[src/rtl/parity_gen_chk_core_pkg.sv]
// Shared parity constants and helper for the parity generator/checker slice.
// Optional error counter is selected by the PARITY_GEN_CHK_ERR_CNT_EN macro.
package parity_pkg;

    localparam int PARITY_EVEN      = 0;
    localparam int PARITY_ODD       = 1;
    localparam int PARITY_DEF_WIDTH = 8;

    // Parity of up to 64 bits; narrower words are zero-extended, which does not change the result.
    function automatic logic parity_of(input logic [63:0] data, input logic odd);
        return (^data) ^ odd;
    endfunction

endpackage

[src/rtl/parity_gen_chk_core_if.sv]
// Byte-stream bus between a source, the parity core and its consumer.
// err_count exists only when PARITY_GEN_CHK_ERR_CNT_EN is defined.
interface parity_gen_chk_core_if #(
    parameter int WIDTH = 8,
    parameter int CNT_W = 8
);

    logic             in_valid;
    logic [WIDTH-1:0] data_in;
    logic             parity_in;
    logic             out_valid;
    logic [WIDTH-1:0] data_out;
    logic             parity_out;
    logic             error;
`ifdef PARITY_GEN_CHK_ERR_CNT_EN
    logic [CNT_W-1:0] err_count;
`endif

    if (WIDTH < 1 || CNT_W < 1) begin : g_param_chk
        $error("parity_gen_chk_core_if: WIDTH and CNT_W must be >= 1");
    end

    modport master (
        output in_valid,
        output data_in,
        output parity_in,
        input  out_valid,
        input  data_out,
        input  parity_out,
`ifdef PARITY_GEN_CHK_ERR_CNT_EN
        input  err_count,
`endif
        input  error
    );

    modport slave (
        input  in_valid,
        input  data_in,
        input  parity_in,
        output out_valid,
        output data_out,
        output parity_out,
`ifdef PARITY_GEN_CHK_ERR_CNT_EN
        output err_count,
`endif
        output error
    );

endinterface

[src/rtl/parity_gen_chk_core_tree.sv]
// Combinational XOR reduction shared by the parity generator and checker.
module parity_tree #(
    parameter int WIDTH = 8
) (
    input  logic [WIDTH-1:0] data,
    output logic             p
);

    assign p = ^data;

endmodule

[src/rtl/parity_gen_chk_core.sv]
// Registered even/odd parity generator and checker with one-cycle latency.
// Define PARITY_GEN_CHK_ERR_CNT_EN to add the saturating error counter.
module parity_gen_chk_core
    import parity_pkg::*;
#(
    parameter int WIDTH = PARITY_DEF_WIDTH,
    parameter int ODD   = PARITY_EVEN,
    parameter int CNT_W = 8
) (
    input  logic                 clk,
    input  logic                 rst_n,
    parity_gen_chk_core_if.slave bus
);

    localparam logic ODD_BIT = (ODD != PARITY_EVEN);

    if (WIDTH < 1 || CNT_W < 1) begin : g_param_chk
        $error("parity_gen_chk_core: WIDTH and CNT_W must be >= 1");
    end

    logic             p_p0;
    logic             par_p0;
    logic             err_p0;

    logic             vld_p1;
    logic [WIDTH-1:0] data_p1;
    logic             par_p1;
    logic             err_p1;

    parity_tree #(
        .WIDTH (WIDTH)
    ) u_tree (
        .data (bus.data_in),
        .p    (p_p0)
    );

    // Stage p0: the generated bit already carries the sense, so the check
    // in both modes reduces to comparing it with the received bit.
    assign par_p0 = p_p0 ^ ODD_BIT;
    assign err_p0 = par_p0 ^ bus.parity_in;

    // Stage p1: output registers, held while in_valid is low.
    always_ff @(posedge clk or negedge rst_n) begin
        if (!rst_n) begin
            vld_p1  <= 1'b0;
            data_p1 <= '0;
            par_p1  <= ODD_BIT;
            err_p1  <= 1'b0;
        end else begin
            vld_p1 <= bus.in_valid;
            if (bus.in_valid) begin
                data_p1 <= bus.data_in;
                par_p1  <= par_p0;
                err_p1  <= err_p0;
            end
        end
    end

    assign bus.out_valid  = vld_p1;
    assign bus.data_out   = data_p1;
    assign bus.parity_out = par_p1;
    assign bus.error      = err_p1;

`ifdef PARITY_GEN_CHK_ERR_CNT_EN
    logic [CNT_W-1:0] cnt_p1;

    function automatic logic [CNT_W-1:0] sat_inc(input logic [CNT_W-1:0] cnt);
        return (&cnt) ? cnt : cnt + 1'b1;
    endfunction

    always_ff @(posedge clk or negedge rst_n) begin
        if (!rst_n) begin
            cnt_p1 <= '0;
        end else if (bus.in_valid && err_p0) begin
            cnt_p1 <= sat_inc(cnt_p1);
        end
    end

    assign bus.err_count = cnt_p1;
`endif

endmodule

[src/flat_wrapper.sv]
// flat-port wrapper written by rule: the top's interface ports become plain ports
module parity_gen_chk_core_flat import parity_pkg::*;
#(
    parameter int WIDTH = PARITY_DEF_WIDTH,
    parameter int ODD   = PARITY_EVEN,
    parameter int CNT_W = 8
)
  (clk, rst_n, bus_in_valid, bus_data_in, bus_parity_in, bus_out_valid, bus_data_out, bus_parity_out, bus_error);
  parity_gen_chk_core_if #(.WIDTH(WIDTH), .CNT_W(CNT_W)) bus_i ();
  input  logic clk;
  input  logic rst_n;
  input wire logic [$bits(bus_i.in_valid)-1:0] bus_in_valid;
  input wire logic [$bits(bus_i.data_in)-1:0] bus_data_in;
  input wire logic [$bits(bus_i.parity_in)-1:0] bus_parity_in;
  output wire logic [$bits(bus_i.out_valid)-1:0] bus_out_valid;
  output wire logic [$bits(bus_i.data_out)-1:0] bus_data_out;
  output wire logic [$bits(bus_i.parity_out)-1:0] bus_parity_out;
  output wire logic [$bits(bus_i.error)-1:0] bus_error;
  assign bus_i.in_valid = bus_in_valid;
  assign bus_i.data_in = bus_data_in;
  assign bus_i.parity_in = bus_parity_in;
  assign bus_out_valid = bus_i.out_valid;
  assign bus_data_out = bus_i.data_out;
  assign bus_parity_out = bus_i.parity_out;
  assign bus_error = bus_i.error;
  parity_gen_chk_core #(.WIDTH(WIDTH), .ODD(ODD), .CNT_W(CNT_W)) u_core (.clk(clk), .rst_n(rst_n), .bus(bus_i));
endmodule
[config.mk]
export PLATFORM = sky130hd
export DESIGN_NAME = parity_gen_chk_core_flat
export DESIGN_NICKNAME = d
export VERILOG_FILES = /design/src/rtl/parity_gen_chk_core_pkg.sv /design/src/rtl/parity_gen_chk_core_if.sv /design/src/rtl/parity_gen_chk_core_tree.sv /design/src/rtl/parity_gen_chk_core.sv /design/src/flat_wrapper.sv
export SDC_FILE = /design/constraint.sdc
export NUM_CORES = 1
export LEC_CHECK = 0
export ABC_AREA = 1
export BUFFER_PORTS_ARGS = -buffer_cell sky130_fd_sc_hd__buf_2
export CAP_MARGIN = 25
export CORE_MARGIN = 2
export CORE_UTILIZATION = 24
export CTS_BUF_LIST = sky130_fd_sc_hd__clkbuf_4 sky130_fd_sc_hd__clkbuf_8 sky130_fd_sc_hd__clkbuf_16
export DETAILED_ROUTE_END_ITERATION = 10
export PLACE_DENSITY_LB_ADDON = 0.3
export SYNTH_ARGS = -nofsm -noshare
export SYNTH_HDL_FRONTEND = slang
export SYNTH_HIERARCHICAL = 1
export SYNTH_SLANG_ARGS = --single-unit
[constraint.sdc]
create_clock -name clk -period 1.39 [get_ports clk]
set_clock_uncertainty 0.15 [all_clocks]
set_input_delay 0.139 -clock clk [delete_from_list [all_inputs] [get_ports clk]]
set_output_delay 0.139 -clock clk [all_outputs]
set_load 0.005 [all_outputs]
==> results of run 1 <==
==> cell families after synthesis <==
| logic type | synth area share [%] |
|---|---|
| flip-flops | 45.3 |
| buffers and inverters | 10.5 |
| AO/OA/AOI/OAI | 1.44 |
| AND/OR/NAND/NOR | 42.8 |
==> synthesized netlist by cell type, drive strengths merged <==
master	instances	area share, %
nand2	68	42
dfrtp	11	45
inv	11	6.8
buf	2	3.7
nand3	1	0.82
o21ai	1	1.4
==> worst paths after layout <==
check | from | endpoint | slack [ps] | cells past startpoint
worst max-delay path | bus_in_valid | u_core/bus.parity_out | 220 | 5
worst min-delay path | bus_parity_in | u_core/bus.error | 20 | 4
worst max register to register | u_core/bus.data_out[6] | u_core/bus.data_out[6] | 620 | 2
worst min register to register | u_core/bus.data_out[2] | u_core/bus.data_out[2] | 320 | 2
max in group asynchronous | rst_n | u_core/bus.data_out[2] | 780 | 2
min in group asynchronous | rst_n | u_core/bus.out_valid | 110 | 2
==> power groups by stage <==
stage / Clock (mW) / Sequential, mW / Combinational, mW
floorplan: 0 / 0.374 / 0.0853
global placement: 0 / 0.370 / 0.155
detailed placement: 0 / 0.371 / 0.158
CTS: 0.245 / 0.365 / 0.180
global route: 0.258 / 0.369 / 0.206
finish: 0.232 / 0.364 / 0.176
==> through the flow <==
| stage | std cells | instance area [um^2] | total power [mW] |
|---|---|---|---|
| finish | 158 | 863 | 0.772 |
| CTS | 158 | 863 | 0.790 |
| floorplan | 94 | 608 | 0.460 |
| global route | 158 | 863 | 0.832 |
| global placement | 144 | 733 | 0.525 |
| detailed placement | 144 | 733 | 0.529 |
==> cell type report <==
class / instances / area, um^2 / share of cell area, %
Inverter: 11 / 41.3 / 4.78
Tap cell: 30 / 37.5 / 4.35
Timing Repair Buffer: 32 / 210 / 24.3
Clock buffer: 4 / 30.0 / 3.48
Multi-Input combinational cell: 70 / 269 / 31.2
Sequential cell: 11 / 275 / 31.9
==> state kept, by name (all words and copies together) (netlist names) <==
| register | cells |
|---|---|
| u_core/bus.out_valid | 1 |
| u_core/bus.data_out | 8 |
| u_core/bus.parity_out | 1 |
| u_core/bus.error | 1 |
==> worst max-delay path: cells and delay by family <==
family,cells,cell delay [ps]
buffers and inverters,3,880
and+or+nand+nor,1,100
AOI/OAI and AO/OA,1,50
==> routing by layer <==
metal / track usage [%] / share of wire (%) / up-vias
li1: - / - / 340
met3: 1.09 / 5.4 / 2
met5: 0 / 0 / -
met4: 8.75 / 1.5 / 0
met1: 10.3 / 44 / 273
met2: 16.9 / 49 / 14
==> out/qor.txt, run 1 <==
status = completed
HP Class = in2reg
I/O pin count = 23
Seq cells post-synth = 11
Synth Area per Inst = 6.47 um^2
slowest CP cell = dlygate4sd3_1
DRC = 0
routed vias/inst = 3.98
Num CTS Buffers = 3
Fin Hold WS = 16.9 ps
Port-buffer cells = 22
TritonCTS clock tree = done
PD cells = 894 mW/mm^2
logic gate share of total power = 22.8%
Placeable Area = 0.00243 mm^2
Psw = 0.209 mW
post_cts resized = 0
period utilization = 84.0%
DR iter-0 viols = 4
setup bufs post-CTS = 0
Post-DRT Antenna Nets = 0
Setup WS post-layout = 223 ps
hold buffer count at cts = 10
setup violators final = 0
largest net degree at the start of global routing = 12
# fillers = 281
Final Hold Viols = 0
DR pass1 iterations = 2
Slew Viols, Final = 0
die height = 54.3 um
critical path peak fanout = 11
Post-Synthesis Cell Area = 608 um^2
slew margin rel. = 84.0%
RD Place Congestion = 0.674
total routed wirelength = 1270 um
Crit path arrival time = 1170 ps
post-synth cell types = 7
slowest stage delay, CP = 520 ps
Peak supply drop = 0.371 mV
Reg clk slew, reported paths = 70 ps
RSZ-0062 raised after global routing = false
Critical Path RT = 1390 ps
Die Area = 0.00295 mm^2
post-layout min period = 1170 ps
antenna violations before repair = 0
setup TNS = 0 ps
critical path, cell by cell = dlygate4sd3_1 > buf_2 > inv_2 > nand2_1 > o21ai_2
row count = 18
worst-skew pair later-pin latency = 260 ps
total grt overflow = 0
startpoint types = input port
Routed WL per cell = 8.04 um
DP HPWL = 1030 um
Max Root-Sink Buffers = 2
Crit Path Class = in2reg
GRT Total Usage = 9.75%
H-tree depth = 1
Lkg Pwr = 0.539 nW
root buf cell = clkbuf_4
Max Cap Violations = 0
Final #Nets = 141
Post-Place Setup Slack = 182 ps
yosys warns = 6
Clk pwr share = 30.0%
vias in the first global route = 532
Worst-Margin Slew = 240 ps
Syn Nets = 106
Fmax = 857 MHz
antenna cells = 0
via count = 629
Synth-to-Final Area Change = 42.0%
CP Capture Type = flip-flop
layout cell share with drive strength beyond 1 = 21.9%
Switching Fraction = 27.1%
Final Core Density = 35.5%
Die X = 54.3 um
Sequential Power Share = 47.2%
Internal Pwr Total = 0.563 mW
CTS Sinks = 11
commonest non-fill, non-tap cell in the layout = nand2_1
Starting Density = 25.0%
first-pass GRT wire length = 2010 um
post-synthesis sequential area ratio = 45.3%
most frequent cells in the layout = nand2_1 (68), buf_2 (22), dfrtp_1 (11)
Post-Synthesis Cells = 94
Note: power is estimated with default switching activity, not from simulation.
==> inputs of run 2 (changes only) <==
==> constraint.sdc (replaced) <==
create_clock -name clk -period 1.2 [get_ports clk]
set_clock_uncertainty 0.15 [all_clocks]
set_input_delay 0.12 -clock clk [delete_from_list [all_inputs] [get_ports clk]]
set_output_delay 0.12 -clock clk [all_outputs]
set_load 0.005 [all_outputs]
==> out/qor.txt, run 2 (synthesis results as in run 1) <==
Final Hold Viols = 0
HP Class = in2reg
Reg clk slew, reported paths = 70 ps
slew margin rel. = 83.8%
DR pass1 iterations = 4
post-layout min period = 1140 ps
Slew Viols, Final = 0
Starting Density = 25.0%
worst-skew pair later-pin latency = 260 ps
Post-DRT Antenna Nets = 0
Fmax = 878 MHz
via count = 649
Worst-Margin Slew = 243 ps
Peak supply drop = 0.408 mV
TritonCTS clock tree = done
total grt overflow = 0
critical path peak fanout = 11
M1 GR Usage = 11.5%
antenna cells = 0
Routed WL per cell = 8.65 um
Top Usage Layer GRT = met2
Die X = 54.3 um
Final Core Density = 35.6%
RSZ-0062 raised after global routing = false
Lkg Pwr = 0.540 nW
Min-Delay Path Depth = 4
Num CTS Buffers = 3
setup violators final = 0
layout cell share with drive strength beyond 1 = 21.9%
Final #Nets = 141
DP HPWL = 1060 um
max FFs per register = 8
I/O pin count = 23
routed vias/inst = 4.11
cells on worst reg2reg path = 2
status = completed
met3 usage = 0.820%
H-tree depth = 1
Port-buffer cells = 22
DR iter-0 viols = 10
PD cells = 1030 mW/mm^2
DRC = 0
startpoint types = input port
first-pass GRT wire length = 2150 um
Max Root-Sink Buffers = 2
setup TNS = 0 ps
largest net degree at the start of global routing = 12
RD Place Congestion = 0.646
root buf cell = clkbuf_4
total routed wirelength = 1370 um
Placeable Area = 0.00243 mm^2
Critical Path RT = 1250 ps
Crit Path Class = in2reg
met2 Use GR = 17.9%
period utilization = 94.9%
most frequent cells in the layout = nand2_1 (68), buf_2 (21), dfrtp_1 (11)
CP Capture Type = flip-flop
commonest non-fill, non-tap cell in the layout = nand2_1
Die Area = 0.00295 mm^2
vias in the first global route = 530
Crit path arrival time = 1190 ps
GRT Total Usage = 10.2%
antenna violations before repair = 0
CTS Sinks = 11
die height = 54.3 um
row count = 18
Max Cap Violations = 0
Synth-to-Final Area Change = 42.4%
run 2: cell count changes in the layout (fill, tap and decap cells not counted):
cell,before,now
clkbuf_4,4,5
buf_2,22,21
run 2: final cells by class:
type	count	area (um^2)
fillers	273	1570
flip-flops and latches	11	275
multi-input cells	70	269
repair buffers	32	213
inverters	11	41.3
well taps	30	37.5
clock buffers	4	30.0
run 2: final timing paths:
| path | from | endpoint | slack, ps |
|---|---|---|---|
| min in group asynchronous | rst_n | u_core/bus.out_valid | 100 |
| worst min-delay path | bus_parity_in | u_core/bus.error | 20 |
| worst min register to register | u_core/bus.data_out[3] | u_core/bus.data_out[3] | 320 |
| worst max-delay path | bus_in_valid | u_core/bus.error | 60 |
| worst max register to register | u_core/bus.error | u_core/bus.error | 430 |
| max in group asynchronous | rst_n | u_core/bus.error | 600 |
run 2: routing by layer:
layer | share of wire (%) | vias to the layer above
met1 | 44 | 293
met4 | 2.0 | 0
met5 | 0 | -
li1 | - | 340
met3 | 4.8 | 2
met2 | 49 | 14
run 2: critical path, cell delays in order:
cell	delay, ps
dlygate4sd3_1	530
clkbuf_4	190
inv_2	180
nand2_1	80
nand2_1	80
run 2: repair_timing:
action,in CTS,in global routing
buffers inserted,0,0
endpoints found under the hold margin,20,0
hold buffers,10,0
setup endpoints to repair,0,8
resized for setup,0,1
run 2: report_power, final:
group          switching, mW  leakage, nW  internal, mW
sequential            0.0164        0.134         0.406
combinational          0.112        0.387        0.0966
clock                  0.114       0.0184         0.151
total                  0.243        0.540         0.653
run 2: through the flow:
stage               hold WS (ps)  setup slack (ps)  instances  area, um^2  power (mW)
finish                      22.3              61.5        158         866       0.896
global route                19.9              9.82        158         866       0.960
CTS                        0.638              46.0        158         863       0.907
detailed placement          -147              17.7        144         733       0.614
global placement            -156              78.6        144         733       0.607
floorplan                   -326               258         94         608       0.533
==> inputs of run 3 (changes only) <==
--- a/config.mk
+++ b/config.mk
@@ -5,7 +5,6 @@
 export SDC_FILE = /design/constraint.sdc
 export NUM_CORES = 1
 export LEC_CHECK = 0
-export ABC_AREA = 1
 export BUFFER_PORTS_ARGS = -buffer_cell sky130_fd_sc_hd__buf_2
 export CAP_MARGIN = 25
 export CORE_MARGIN = 2
==> out/qor.txt, run 3 <==
setup violators final = 0
Peak supply drop = 0.480 mV
Reg clk slew, reported paths = 70 ps
PD cells = 1310 mW/mm^2
first-pass GRT wire length = 1790 um
GRT Total Usage = 9.97%
Slew Viols, Final = 0
antenna cells = 0
commonest non-fill, non-tap cell in the layout = buf_2
startpoint types = input port
post-layout min period = 1050 ps
DR pass1 iterations = 3
Max Cap Violations = 0
placed cell count = 81
layout cell share with drive strength beyond 1 = 56.1%
largest net degree at the start of global routing = 12
most frequent cells in the layout = buf_2 (22), dfrtp_1 (11), dlygate4sd3_1 (8), mux2_4 (8), xnor2_1 (7)
post-synthesis sequential area ratio = 55.4%
period utilization = 87.7%
Max Root-Sink Buffers = 2
status = completed
TritonCTS clock tree = done
worst-skew pair later-pin latency = 260 ps
critical path peak fanout = 2
Final Hold Viols = 0
critical path, cell by cell = buf_2 > dlygate4sd3_1 > mux2_4
die height = 49.5 um
max FFs per register = 8
DRC = 0
root buf cell = clkbuf_4
HP Class = in2reg
Syn Nets = 43
Placeable Area = 0.00196 mm^2
Post-Synthesis Cell Area = 497 um^2
final cell count without fillers = 93
vias in the first global route = 376
row count = 16
routed vias/inst = 3.97
Synth Area per Inst = 16.0 um^2
post-synthesis async set-or-reset flop share = 100%
total grt overflow = 0
Post-synth EDFFs = 0
top cell type's share of synthesized area = 55.4%
Starting Density = 25.3%
most instantiated cells after synthesis = dfrtp_1 (11), mux2_4 (8), xnor2_1 (7)
antenna violations before repair = 0
post-synth top area cell = dfrtp_1
Die X = 49.5 um
slowest stage delay, CP = 550 ps
Min-Delay Path Depth = 1
CP Capture Type = flip-flop
cells on worst reg2reg path = 1
RD Place Congestion = 0.681
Crit Path Class = in2reg
total routed wirelength = 1040 um
Final #Nets = 79
Lkg Pwr = 0.368 nW
post_cts resized = 0
Fin Hold WS = 2.60 ps
slew margin rel. = 78.5%
Post-Synthesis Cells = 31
RR Endpoint = u_core/bus.data_out[3]
H-tree depth = 1
setup bufs post-CTS = 0
Critical Path RT = 1200 ps
hold path start = bus_in_valid
Post-DRT Antenna Nets = 0
via count = 369
Die Area = 0.00245 mm^2
Num CTS Buffers = 3
hold buffer count at cts = 8
Routed WL per cell = 11.2 um
RSZ-0062 raised after global routing = false
Seq cells post-synth = 11
post-synth cell types = 8
slowest CP cell = dlygate4sd3_1
Area contributors post-synth = dfrtp_1 (55%), mux2_4 (24%), xnor2_1 (12%)
Worst Hold Endpoint = u_core/bus.out_valid
most common cell in the netlist = dfrtp_1
Fmax = 950 MHz
Crit path arrival time = 1050 ps
dominant synthesized flop cell = dfrtp_1
Port-buffer cells = 22
yosys warns = 6
CTS Sinks = 11
Worst-Margin Slew = 322 ps
Critical R2R Launch = u_core/bus.data_out[3]
r2r setup slk = 280 ps
I/O pin count = 23
DR iter-0 viols = 3
Synth-to-Final Area Change = 51.9%
## run 3: worst max-delay path: cells and delay by family
kind | cells | cell delay [ps]
buf+inv | 2 | 660
mux | 1 | 270
## run 3: cells by family (layout without fill, tap and decap cells)
family / Yosys count / count (layout) / share of synthesized area (%)
simple gates: 1 / 1 / 0.755
xor+xnor: 8 / 8 / 14.1
buf+inv: 1 / 36 / 2.27
flops: 11 / 11 / 55.4
mux: 9 / 9 / 26.4
compound gates: 1 / 1 / 1.01
## run 3: worst max path at each step
| stage | from | to | slack [ps] | depth (start not counted) |
|---|---|---|---|---|
| floorplan | bus_data_in[3] | u_core/bus.error | 100 | 5 |
| global placement | bus_data_in[5] | u_core/bus.error | -90 | 6 |
| detailed placement | bus_data_in[5] | u_core/bus.error | -90 | 6 |
| CTS | u_core/bus.data_out[3] | bus_data_out[3] | 140 | 1 |
| global route | bus_data_in[1] | u_core/bus.error | 100 | 6 |
| finish | bus_data_in[3] | u_core/bus.data_out[3] | 150 | 3 |
## run 3: per-stage QoR
stage | util, % | TNS [ps] | setup slack, ps | power [mW] | area (um^2)
2_1_floorplan | - | 0 | 104 | 0.604 | 497
3_3_place_gp | 32.8 | -166 | -94.3 | 0.710 | 644
3_5_place_dp | 32.8 | -161 | -92.9 | 0.710 | 644
4_1_cts | 38.5 | 0 | 142 | 1.01 | 754
5_1_grt | 38.5 | 0 | 102 | 1.06 | 754
6_report | 38.5 | 0 | 147 | 0.991 | 754
## run 3: area by class of cell
cell class,instances,area (um^2)
clock buffers,4,30.0
fillers,218,1210
multi-input cells,19,210
flip-flops and latches,11,275
well taps,27,33.8
repair buffers,32,205
## run 3: where the power goes
group,internal (mW),leakage (nW),total (mW),switching [mW]
combinational,0.167,0.221,0.269,0.102
sequential,0.426,0.128,0.452,0.0264
clock,0.151,0.0184,0.270,0.119
## run 3: per-layer routing
layer,track usage (%),wire [um],part of all wire (%)
met1,14.0,466,45
met2,14.0,481,46
met3,3.33,94,9.0
met4,4.17,0,0
met5,0,0,0
